<file path="src/rtl/i_axi_read_bridge_if.sv">
// Bus bundle around the icache read bridge: the sram-like miss port plus the AXI read channels.
// The master view belongs to the bridge; the slave view belongs to the cache and memory around it.
interface i_axi_read_bridge_if;
  logic        inst_req;
  logic        inst_wr;
  logic [1:0]  inst_size;
  logic [31:0] inst_addr;
  logic [31:0] inst_wdata;
  logic [31:0] inst_rdata;
  logic        inst_addr_ok;
  logic        inst_data_ok;

  logic [3:0]  arid;
  logic [31:0] araddr;
  logic [7:0]  arlen;
  logic [2:0]  arsize;
  logic [1:0]  arburst;
  logic [1:0]  arlock;
  logic [3:0]  arcache;
  logic [2:0]  arprot;
  logic        arvalid;
  logic        arready;
  logic [3:0]  rid;
  logic [31:0] rdata;
  logic [1:0]  rresp;
  logic        rlast;
  logic        rvalid;
  logic        rready;

  modport master (
    input  inst_req, inst_wr, inst_size, inst_addr, inst_wdata,
    output inst_rdata, inst_addr_ok, inst_data_ok,
    output arid, araddr, arlen, arsize, arburst, arlock, arcache, arprot, arvalid,
    input  arready,
    input  rid, rdata, rresp, rlast, rvalid,
    output rready
  );

  modport slave (
    output inst_req, inst_wr, inst_size, inst_addr, inst_wdata,
    input  inst_rdata, inst_addr_ok, inst_data_ok,
    input  arid, araddr, arlen, arsize, arburst, arlock, arcache, arprot, arvalid,
    output arready,
    output rid, rdata, rresp, rlast, rvalid,
    input  rready
  );
endinterface

</file>
<file path="src/rtl/i_axi_read_bridge.sv">
// Single-outstanding bridge: one icache sram-like miss request becomes one single-beat AXI read,
// answered with a one-cycle inst_data_ok pulse; bad responses and timeouts raise sticky flags.
module i_axi_read_bridge #(
  parameter logic [3:0]  AXI_ID  = 4'd0,
  parameter int unsigned TIMEOUT = 1023
) (
  input  logic                       clk,
  input  logic                       rst,
  i_axi_read_bridge_if.master        bus,
  output logic                       resp_err,
  output logic                       timeout_err
);
  localparam int unsigned     CNT_W   = (TIMEOUT > 0) ? $clog2(TIMEOUT + 1) : 1;
  localparam logic [CNT_W-1:0] CNT_MAX = CNT_W'(TIMEOUT);

  typedef enum logic [1:0] {IDLE, W_AR, W_R} state_t;

  state_t           state_q, state_d;
  logic [31:0]      araddr_q, araddr_d;
  logic [1:0]       arsize_q, arsize_d;
  logic             arvalid_q, arvalid_d;
  logic [CNT_W-1:0] cnt_q, cnt_d;
  logic             resp_err_q, resp_err_d;
  logic             timeout_err_q, timeout_err_d;

  logic accept, ar_fire, r_fire, busy, bad_beat;
  logic unused_inputs;

  assign accept   = (state_q == IDLE) & bus.inst_req;
  assign ar_fire  = arvalid_q & bus.arready;
  assign r_fire   = (state_q == W_R) & bus.rvalid;
  assign busy     = (state_q != IDLE);
  assign bad_beat = (bus.rresp != 2'b00) | (bus.rid != AXI_ID) | ~bus.rlast;
  // Writes are not supported on the fetch path, so inst_wr and inst_wdata are dropped.
  assign unused_inputs = ^{bus.inst_wr, bus.inst_wdata};

  always_ff @(posedge clk or negedge rst) begin
    if (!rst) begin
      state_q       <= IDLE;
      araddr_q      <= '0;
      arsize_q      <= '0;
      arvalid_q     <= 1'b0;
      cnt_q         <= '0;
      resp_err_q    <= 1'b0;
      timeout_err_q <= 1'b0;
    end else begin
      state_q       <= state_d;
      araddr_q      <= araddr_d;
      arsize_q      <= arsize_d;
      arvalid_q     <= arvalid_d;
      cnt_q         <= cnt_d;
      resp_err_q    <= resp_err_d;
      timeout_err_q <= timeout_err_d;
    end
  end

  always_comb begin
    state_d = state_q;
    unique case (state_q)
      IDLE:    if (bus.inst_req) state_d = W_AR;
      W_AR:    if (ar_fire)      state_d = W_R;
      W_R:     if (r_fire)       state_d = IDLE;
      default:                   state_d = IDLE;
    endcase
  end

  // The wait counter only runs while busy and saturates, so a hung slave raises the flag once.
  always_comb begin
    araddr_d      = araddr_q;
    arsize_d      = arsize_q;
    cnt_d         = cnt_q;
    arvalid_d     = (state_d == W_AR);
    resp_err_d    = resp_err_q | (r_fire & bad_beat);
    timeout_err_d = timeout_err_q;
    if (accept) begin
      araddr_d = bus.inst_addr;
      arsize_d = bus.inst_size;
      cnt_d    = '0;
    end else if (busy && (TIMEOUT != 0) && (cnt_q != CNT_MAX)) begin
      cnt_d = cnt_q + 1'b1;
    end
    if (busy && (TIMEOUT != 0) && (cnt_d == CNT_MAX)) begin
      timeout_err_d = 1'b1;
    end
  end

  always_comb begin
    bus.inst_addr_ok = accept;
    bus.inst_data_ok = r_fire;
    bus.inst_rdata   = bus.rdata;
    bus.arid         = AXI_ID;
    bus.araddr       = araddr_q;
    bus.arlen        = 8'd0;
    bus.arsize       = {1'b0, arsize_q};
    bus.arburst      = 2'b01;
    bus.arlock       = 2'b00;
    bus.arcache      = 4'd0;
    bus.arprot       = 3'd0;
    bus.arvalid      = arvalid_q;
    bus.rready       = (state_q == W_R);
    resp_err         = resp_err_q;
    timeout_err      = timeout_err_q;
  end
endmodule

</file>
<file path="src/flat_wrapper.sv">
// flat-port wrapper written by rule: the top's interface ports become plain ports
module i_axi_read_bridge_flat 
#(
  parameter logic [3:0]  AXI_ID  = 4'd0,
  parameter int unsigned TIMEOUT = 1023
)
  (clk, rst, resp_err, timeout_err, bus_inst_req, bus_inst_wr, bus_inst_size, bus_inst_addr, bus_inst_wdata, bus_inst_rdata, bus_inst_addr_ok, bus_inst_data_ok, bus_arid, bus_araddr, bus_arlen, bus_arsize, bus_arburst, bus_arlock, bus_arcache, bus_arprot, bus_arvalid, bus_arready, bus_rid, bus_rdata, bus_rresp, bus_rlast, bus_rvalid, bus_rready);
  i_axi_read_bridge_if bus_i ();
  input  logic clk;
  input  logic rst;
  output logic resp_err;
  output logic timeout_err;
  input wire logic [$bits(bus_i.inst_req)-1:0] bus_inst_req;
  input wire logic [$bits(bus_i.inst_wr)-1:0] bus_inst_wr;
  input wire logic [$bits(bus_i.inst_size)-1:0] bus_inst_size;
  input wire logic [$bits(bus_i.inst_addr)-1:0] bus_inst_addr;
  input wire logic [$bits(bus_i.inst_wdata)-1:0] bus_inst_wdata;
  output wire logic [$bits(bus_i.inst_rdata)-1:0] bus_inst_rdata;
  output wire logic [$bits(bus_i.inst_addr_ok)-1:0] bus_inst_addr_ok;
  output wire logic [$bits(bus_i.inst_data_ok)-1:0] bus_inst_data_ok;
  output wire logic [$bits(bus_i.arid)-1:0] bus_arid;
  output wire logic [$bits(bus_i.araddr)-1:0] bus_araddr;
  output wire logic [$bits(bus_i.arlen)-1:0] bus_arlen;
  output wire logic [$bits(bus_i.arsize)-1:0] bus_arsize;
  output wire logic [$bits(bus_i.arburst)-1:0] bus_arburst;
  output wire logic [$bits(bus_i.arlock)-1:0] bus_arlock;
  output wire logic [$bits(bus_i.arcache)-1:0] bus_arcache;
  output wire logic [$bits(bus_i.arprot)-1:0] bus_arprot;
  output wire logic [$bits(bus_i.arvalid)-1:0] bus_arvalid;
  input wire logic [$bits(bus_i.arready)-1:0] bus_arready;
  input wire logic [$bits(bus_i.rid)-1:0] bus_rid;
  input wire logic [$bits(bus_i.rdata)-1:0] bus_rdata;
  input wire logic [$bits(bus_i.rresp)-1:0] bus_rresp;
  input wire logic [$bits(bus_i.rlast)-1:0] bus_rlast;
  input wire logic [$bits(bus_i.rvalid)-1:0] bus_rvalid;
  output wire logic [$bits(bus_i.rready)-1:0] bus_rready;
  assign bus_i.inst_req = bus_inst_req;
  assign bus_i.inst_wr = bus_inst_wr;
  assign bus_i.inst_size = bus_inst_size;
  assign bus_i.inst_addr = bus_inst_addr;
  assign bus_i.inst_wdata = bus_inst_wdata;
  assign bus_inst_rdata = bus_i.inst_rdata;
  assign bus_inst_addr_ok = bus_i.inst_addr_ok;
  assign bus_inst_data_ok = bus_i.inst_data_ok;
  assign bus_arid = bus_i.arid;
  assign bus_araddr = bus_i.araddr;
  assign bus_arlen = bus_i.arlen;
  assign bus_arsize = bus_i.arsize;
  assign bus_arburst = bus_i.arburst;
  assign bus_arlock = bus_i.arlock;
  assign bus_arcache = bus_i.arcache;
  assign bus_arprot = bus_i.arprot;
  assign bus_arvalid = bus_i.arvalid;
  assign bus_i.arready = bus_arready;
  assign bus_i.rid = bus_rid;
  assign bus_i.rdata = bus_rdata;
  assign bus_i.rresp = bus_rresp;
  assign bus_i.rlast = bus_rlast;
  assign bus_i.rvalid = bus_rvalid;
  assign bus_rready = bus_i.rready;
  i_axi_read_bridge #(.AXI_ID(AXI_ID), .TIMEOUT(TIMEOUT)) u_core (.clk(clk), .rst(rst), .bus(bus_i), .resp_err(resp_err), .timeout_err(timeout_err));
endmodule
</file>
<file path="config.mk">
export PLATFORM = sky130hd
export DESIGN_NAME = i_axi_read_bridge_flat
export DESIGN_NICKNAME = d
export VERILOG_FILES = /design/src/rtl/i_axi_read_bridge_if.sv /design/src/rtl/i_axi_read_bridge.sv /design/src/flat_wrapper.sv
export SDC_FILE = /design/constraint.sdc
export NUM_CORES = 1
export LEC_CHECK = 0
export BUFFER_PORTS_ARGS = -buffer_cell sky130_fd_sc_hd__buf_2
export CAP_MARGIN = 20
export CORE_AREA = 2 2 97 76
export DETAILED_ROUTE_END_ITERATION = 6
export DIE_AREA = 0 0 99 78
export PLACE_DENSITY = 0.82
export REMOVE_ABC_BUFFERS = 1
export SLEW_MARGIN = 20
export SYNTH_ARGS = -nofsm -noshare
export SYNTH_HDL_FRONTEND = slang
export SYNTH_SLANG_ARGS = --single-unit
export TNS_END_PERCENT = 20
</file>
<file path="constraint.sdc">
create_clock -name clk -period 2.45 [get_ports clk]
set_input_delay 0.3675 -clock clk [delete_from_list [all_inputs] [get_ports clk]]
set_output_delay 0.3675 -clock clk [all_outputs]
set_load 0.01 [all_outputs]
</file>
After elaboration in Yosys (flattened, before gate mapping)
Index checks and enable logic that the tools add are counted.

operators by class
  bitwise logic cells = 8
  add/sub/neg operators = 1
  mux-type cells = 6
  equality and inequality tests = 5
  reductions and logical operators = 6

operator list
  cell                                                                    number
  10-bit two-way mux                                                      2
  10-bit by 1-bit adder with 10-bit output (second input constant)        1
  10-bit equality test (second input constant)                            1
  10-bit inequality test (second input constant)                          1
  2-bit two-way mux                                                       3
  2-bit case mux with 3 select lines                                      1
  1-bit AND                                                               4
  2-bit by 1-bit equality test with 1-bit output (second input constant)  2
  2-bit nonzero test                                                      2
  4-bit nonzero test                                                      1
  1-bit OR                                                                3
  2-bit equality test (second input constant)                             1
  1-bit logical AND                                                       2
  2-bit logical NOT                                                       1
  1-bit inverter                                                          1

storage, ports and cells
  bits of input ports = 111
  register bits after elaboration = 49
  output and inout port bits = 96

Logic depth before layout (Yosys ltp)
  word-level depth = 6
  depth in mapped cells = 7
  gate-level depth less buffers = 6

Worst setup path before layout
OpenSTA, ideal clock, no wires.

  path kind = reg2reg
  start point = register u_core.cnt_q[0]
  end point = register u_core.timeout_err_q (netlist: u_core.timeout_err)
  arrival = 1.587 ns
  setup time = 0.120 ns
  cell stages (with the launch flop) = 7
  path slack = 0.743 ns
  cells stage by stage = dfrtp_1 > ha_1 > and3_2 > nand3_4 > and4b_1 > o31a_1 > a41o_1

on the way
  cells in the longest elaborated chain, start to end = 6
  elaborated cells between the ends (all ways) = 7

RTL lines
  element                                                                                           RTL line                 text
  start, declared                                                                                   i_axi_read_bridge.sv:22  logic [CNT_W-1:0] cnt_q, cnt_d;
  start signal, assigned                                                                            i_axi_read_bridge.sv:51  cnt_q <= cnt_d;
  parallel branches: the longest is 2 deep, another holds 10-bit by 1-bit adder with 10-bit output  --
  10-bit two-way mux (*)                                                                            i_axi_read_bridge.sv:79  end else if (busy && (TIMEOUT != 0) && (cnt_q != CNT_MAX)) begin
  10-bit two-way mux (*)                                                                            i_axi_read_bridge.sv:75  if (accept) begin
  10-bit equality test (*)                                                                          i_axi_read_bridge.sv:82  if (busy && (TIMEOUT != 0) && (cnt_d == CNT_MAX)) begin
  1-bit logical AND (*)                                                                             i_axi_read_bridge.sv:82
  end signal, assigned                                                                              i_axi_read_bridge.sv:53  timeout_err_q <= timeout_err_d;
  end, declared                                                                                     i_axi_read_bridge.sv:24  logic timeout_err_q, timeout_err_d;

Mark *: on every way between the ends.
A chain may end at the register's enable or synchronous reset.

Final worst setup path
  start point = register u_core.state_q[0]
  end point = register u_core.araddr_q[5] (netlist: u_core.bus.araddr[5])

on the way
  cells in the longest elaborated chain, start to end = 2

RTL lines
  element                 RTL line                 text
  start, declared         i_axi_read_bridge.sv:18  state_t state_q, state_d;
  start signal, assigned  i_axi_read_bridge.sv:47  state_q <= state_d;
  2-bit logical NOT       i_axi_read_bridge.sv:29  assign accept = (state_q == IDLE) & bus.inst_req;
  1-bit AND               i_axi_read_bridge.sv:29
  end signal, assigned    i_axi_read_bridge.sv:48  araddr_q <= araddr_d;
  end, declared           i_axi_read_bridge.sv:19  logic [31:0] araddr_q, araddr_d;

Every way passes these cells.

==> metrics <==
H-Tree Depth=2; IO Count=207; Async SR Flop Fraction=between 90% and 100%; power per cell area=~1100 mW/mm2; Synth Warn #=0; dpl cell area=around 0.0027 mm2; cell taking the most area after synthesis=dfrtp_1; Worst Path Arrival=roughly 2.1 ns; final instance area=0.00285 mm2; setup ws final=~0.52 ns; die width=99 um; Initial Utilization=between 30 and 40%; Syn Inst Count=~220; Max Cap Viol=0; GRT Overall Usage=17.7%; vias in the first global route=1702; Ant. Diodes=0; Worst Path Max Fanout=25; top-area cell type share of the netlist area=47.7%; layout cells sized above 1=roughly 50%; die span in y=slightly below 80 um; ys flop type=dfrtp_1; drt wl/cell=19.4 um; Cell Rows=26; Synth cell types=44; grt ovf=0; Setup crit start=u_core.state_q[0]; Detailed Place HPWL=around 5500 um; TNS Setup=0 ns; number of nets in the layout=about 380; Area growth syn-to-layout=10.8%; Clock Latency Late Sink=0.29 ns; Lkg Pwr=between 1 and 1.5 nW; worst slack, placed=approximately 0.55 ns; final setup violation count=0; Slowest-stage cell, CP=dfrtp_1; Root Buffer Master=clkbuf_8; most frequent cells in the layout=buf_2 (85), dfrtp_1 (49), mux2_2 (34); post-layout util=42.7%; Worst EP required=between 2 and 3 ns; Pins Over Slew Limit=0; flops & latches, synth=49; iteration count of the initial detailed-routing pass=4; post-CTS resize count=0; clock skew=a little under 0.005 ns; unrepaired setup endpoints after global routing=no; r2r startpoint=u_core.state_q[0]; number of synthesized flops with an enable pin=0; HP Class=primary input to asynchronous set/reset pin; CTS tree=done; Final Hold Vio Count=0; synth top area cells=dfrtp_1 (48%), buf_4 (17%), mux2_2 (15%), buf_6 (1.3%), nor3_1 (0.97%); final worst path period need=1.93 ns; Setup Buffers After CTS=0; crit-path max cell delay=0.48 ns; hold_buf cts=0; Inserted Clock Buffers=5; final worst path period share=between 70% and 80%; Max clock buf depth=2; Fillers=629; number of antenna violations at the first check in global routing=0; clock slew at reported path FFs=around 0.090 ns; hold slack final=between 0.02 and 0.03 ns; fmax=519 MHz; die area=around 0.0077 mm2; largest net degree at the start of global routing=28; first-pass GRT wire length=between 10000 and 15000 um; # DRC=0; via count=~1800; Cell Area, Synth=0.00257 mm2; worst vdd ir=436 uV; port bufs=85; most common cell after layout, fill and taps aside=buf_2; ANT nets after route=0; status=completed; final wirelength=between 6000 and 7000 um; CTS Sinks=49; cells along the critical path=nor2_1 -> and2_2 -> buf_4 -> mux2_2; mean post-synth cell area=approximately 12 um2; Seq/Total Area, Yosys=47.7%; Crit. End Element=register; WS Path Type=register to register; DR vias/cell=4.97; Final Wtd Congestion=between 0.8 and 0.9; 1st-iter DRT viols=80; Setup crit start kind=register; core area=about 0.0067 mm2
==> per-stage QoR <==
step | power (mW) | std cells
2_1_floorplan | 2.12 | 174
4_1_cts | 3.28 | 355
5_1_grt | 3.46 | 355
6_report | 3.23 | 355
3_3_place_gp | 2.60 | 347
3_5_place_dp | 2.66 | 347
==> layer usage <==
layer  global-route usage, %  part of all wire (%)
met1                    22.5                    39
met2                    20.1                    36
met3                    18.4                    23
met4                    2.88                  0.57
met5                    6.29                  0.89
==> synth_stat cells (2+ instances only) <==
library cell	instances
nand2_1	4
mux2_2	34
a311oi_1	2
buf_2	4
mux2i_1	2
and3_2	2
nor2_1	6
nor2b_1	2
o2111ai_1	2
nor3_1	5
buf_6	3
o21ai_0	2
a21oi_1	4
xor2_1	2
conb_1	2
and2_1	2
and2_2	2
buf_4	57
nand3_1	4
dfrtp_1	49
a211oi_1	3
==> critical path, delay by kind of cell, from the launching register on <==
| kind | cells | cell delay [ns] |
|---|---|---|
| simple gates | 2 | 0.58 |
| flops | 1 | 0.48 |
| mux | 1 | 0.38 |
| buf+inv | 1 | 0.36 |
==> cells by family after synthesis <==
logic type,share of synthesized area [%]
AO/OA/AOI/OAI,6.43
XOR/XNOR,1.02
adder cells (fa/ha/maj),0.487
buffers and inverters,18.9
flip-flops,47.7
multiplexers,15.7
other,0.292
AND/OR/NAND/NOR,9.49
==> sequential cells by signal, summed over array words and instances (netlist names) <==
register / cells
u_core.resp_err: 1
u_core.arsize_q: 2
u_core.state_q: 2
u_core.cnt_q: 10
u_core.bus.arvalid: 1
u_core.bus.araddr: 32
u_core.timeout_err: 1
==> worst paths after layout <==
| check | endpoint | slack, ns | cells after the start |
|---|---|---|---|
| min in group clk | u_core.state_q[1] | 0.29 | 2 |
| hold reg to reg | u_core.resp_err | 0.46 | 1 |
| max in group asynchronous | u_core.bus.araddr[27] | 1.67 | 2 |
| setup / recovery | u_core.bus.araddr[5] | 0.52 | 4 |
| hold / removal | u_core.bus.araddr[28] | 0.03 | 1 |
| setup reg to reg | u_core.bus.araddr[5] | 0.52 | 4 |
==> report_power, final <==
| group | total [mW] | switching [mW] | internal (mW) |
|---|---|---|---|
| clock network | 0.593 | 0.260 | 0.333 |
| registers | 1.38 | 0.221 | 1.16 |
| logic | 1.25 | 0.607 | 0.644 |
==> final cells by class <==
class,count,area [um2],share of cell area [%]
Tap cell,84,105,3.69
Timing Repair Buffer,89,455,16.0
Inverter,1,3.75,0.132
Clock inverter,1,30.0,1.05
Sequential cell,49,1230,43.1
Multi-Input combinational cell,124,941,33.0
Clock buffer,7,86.3,3.03
Power figures use the tool's default switching activity.
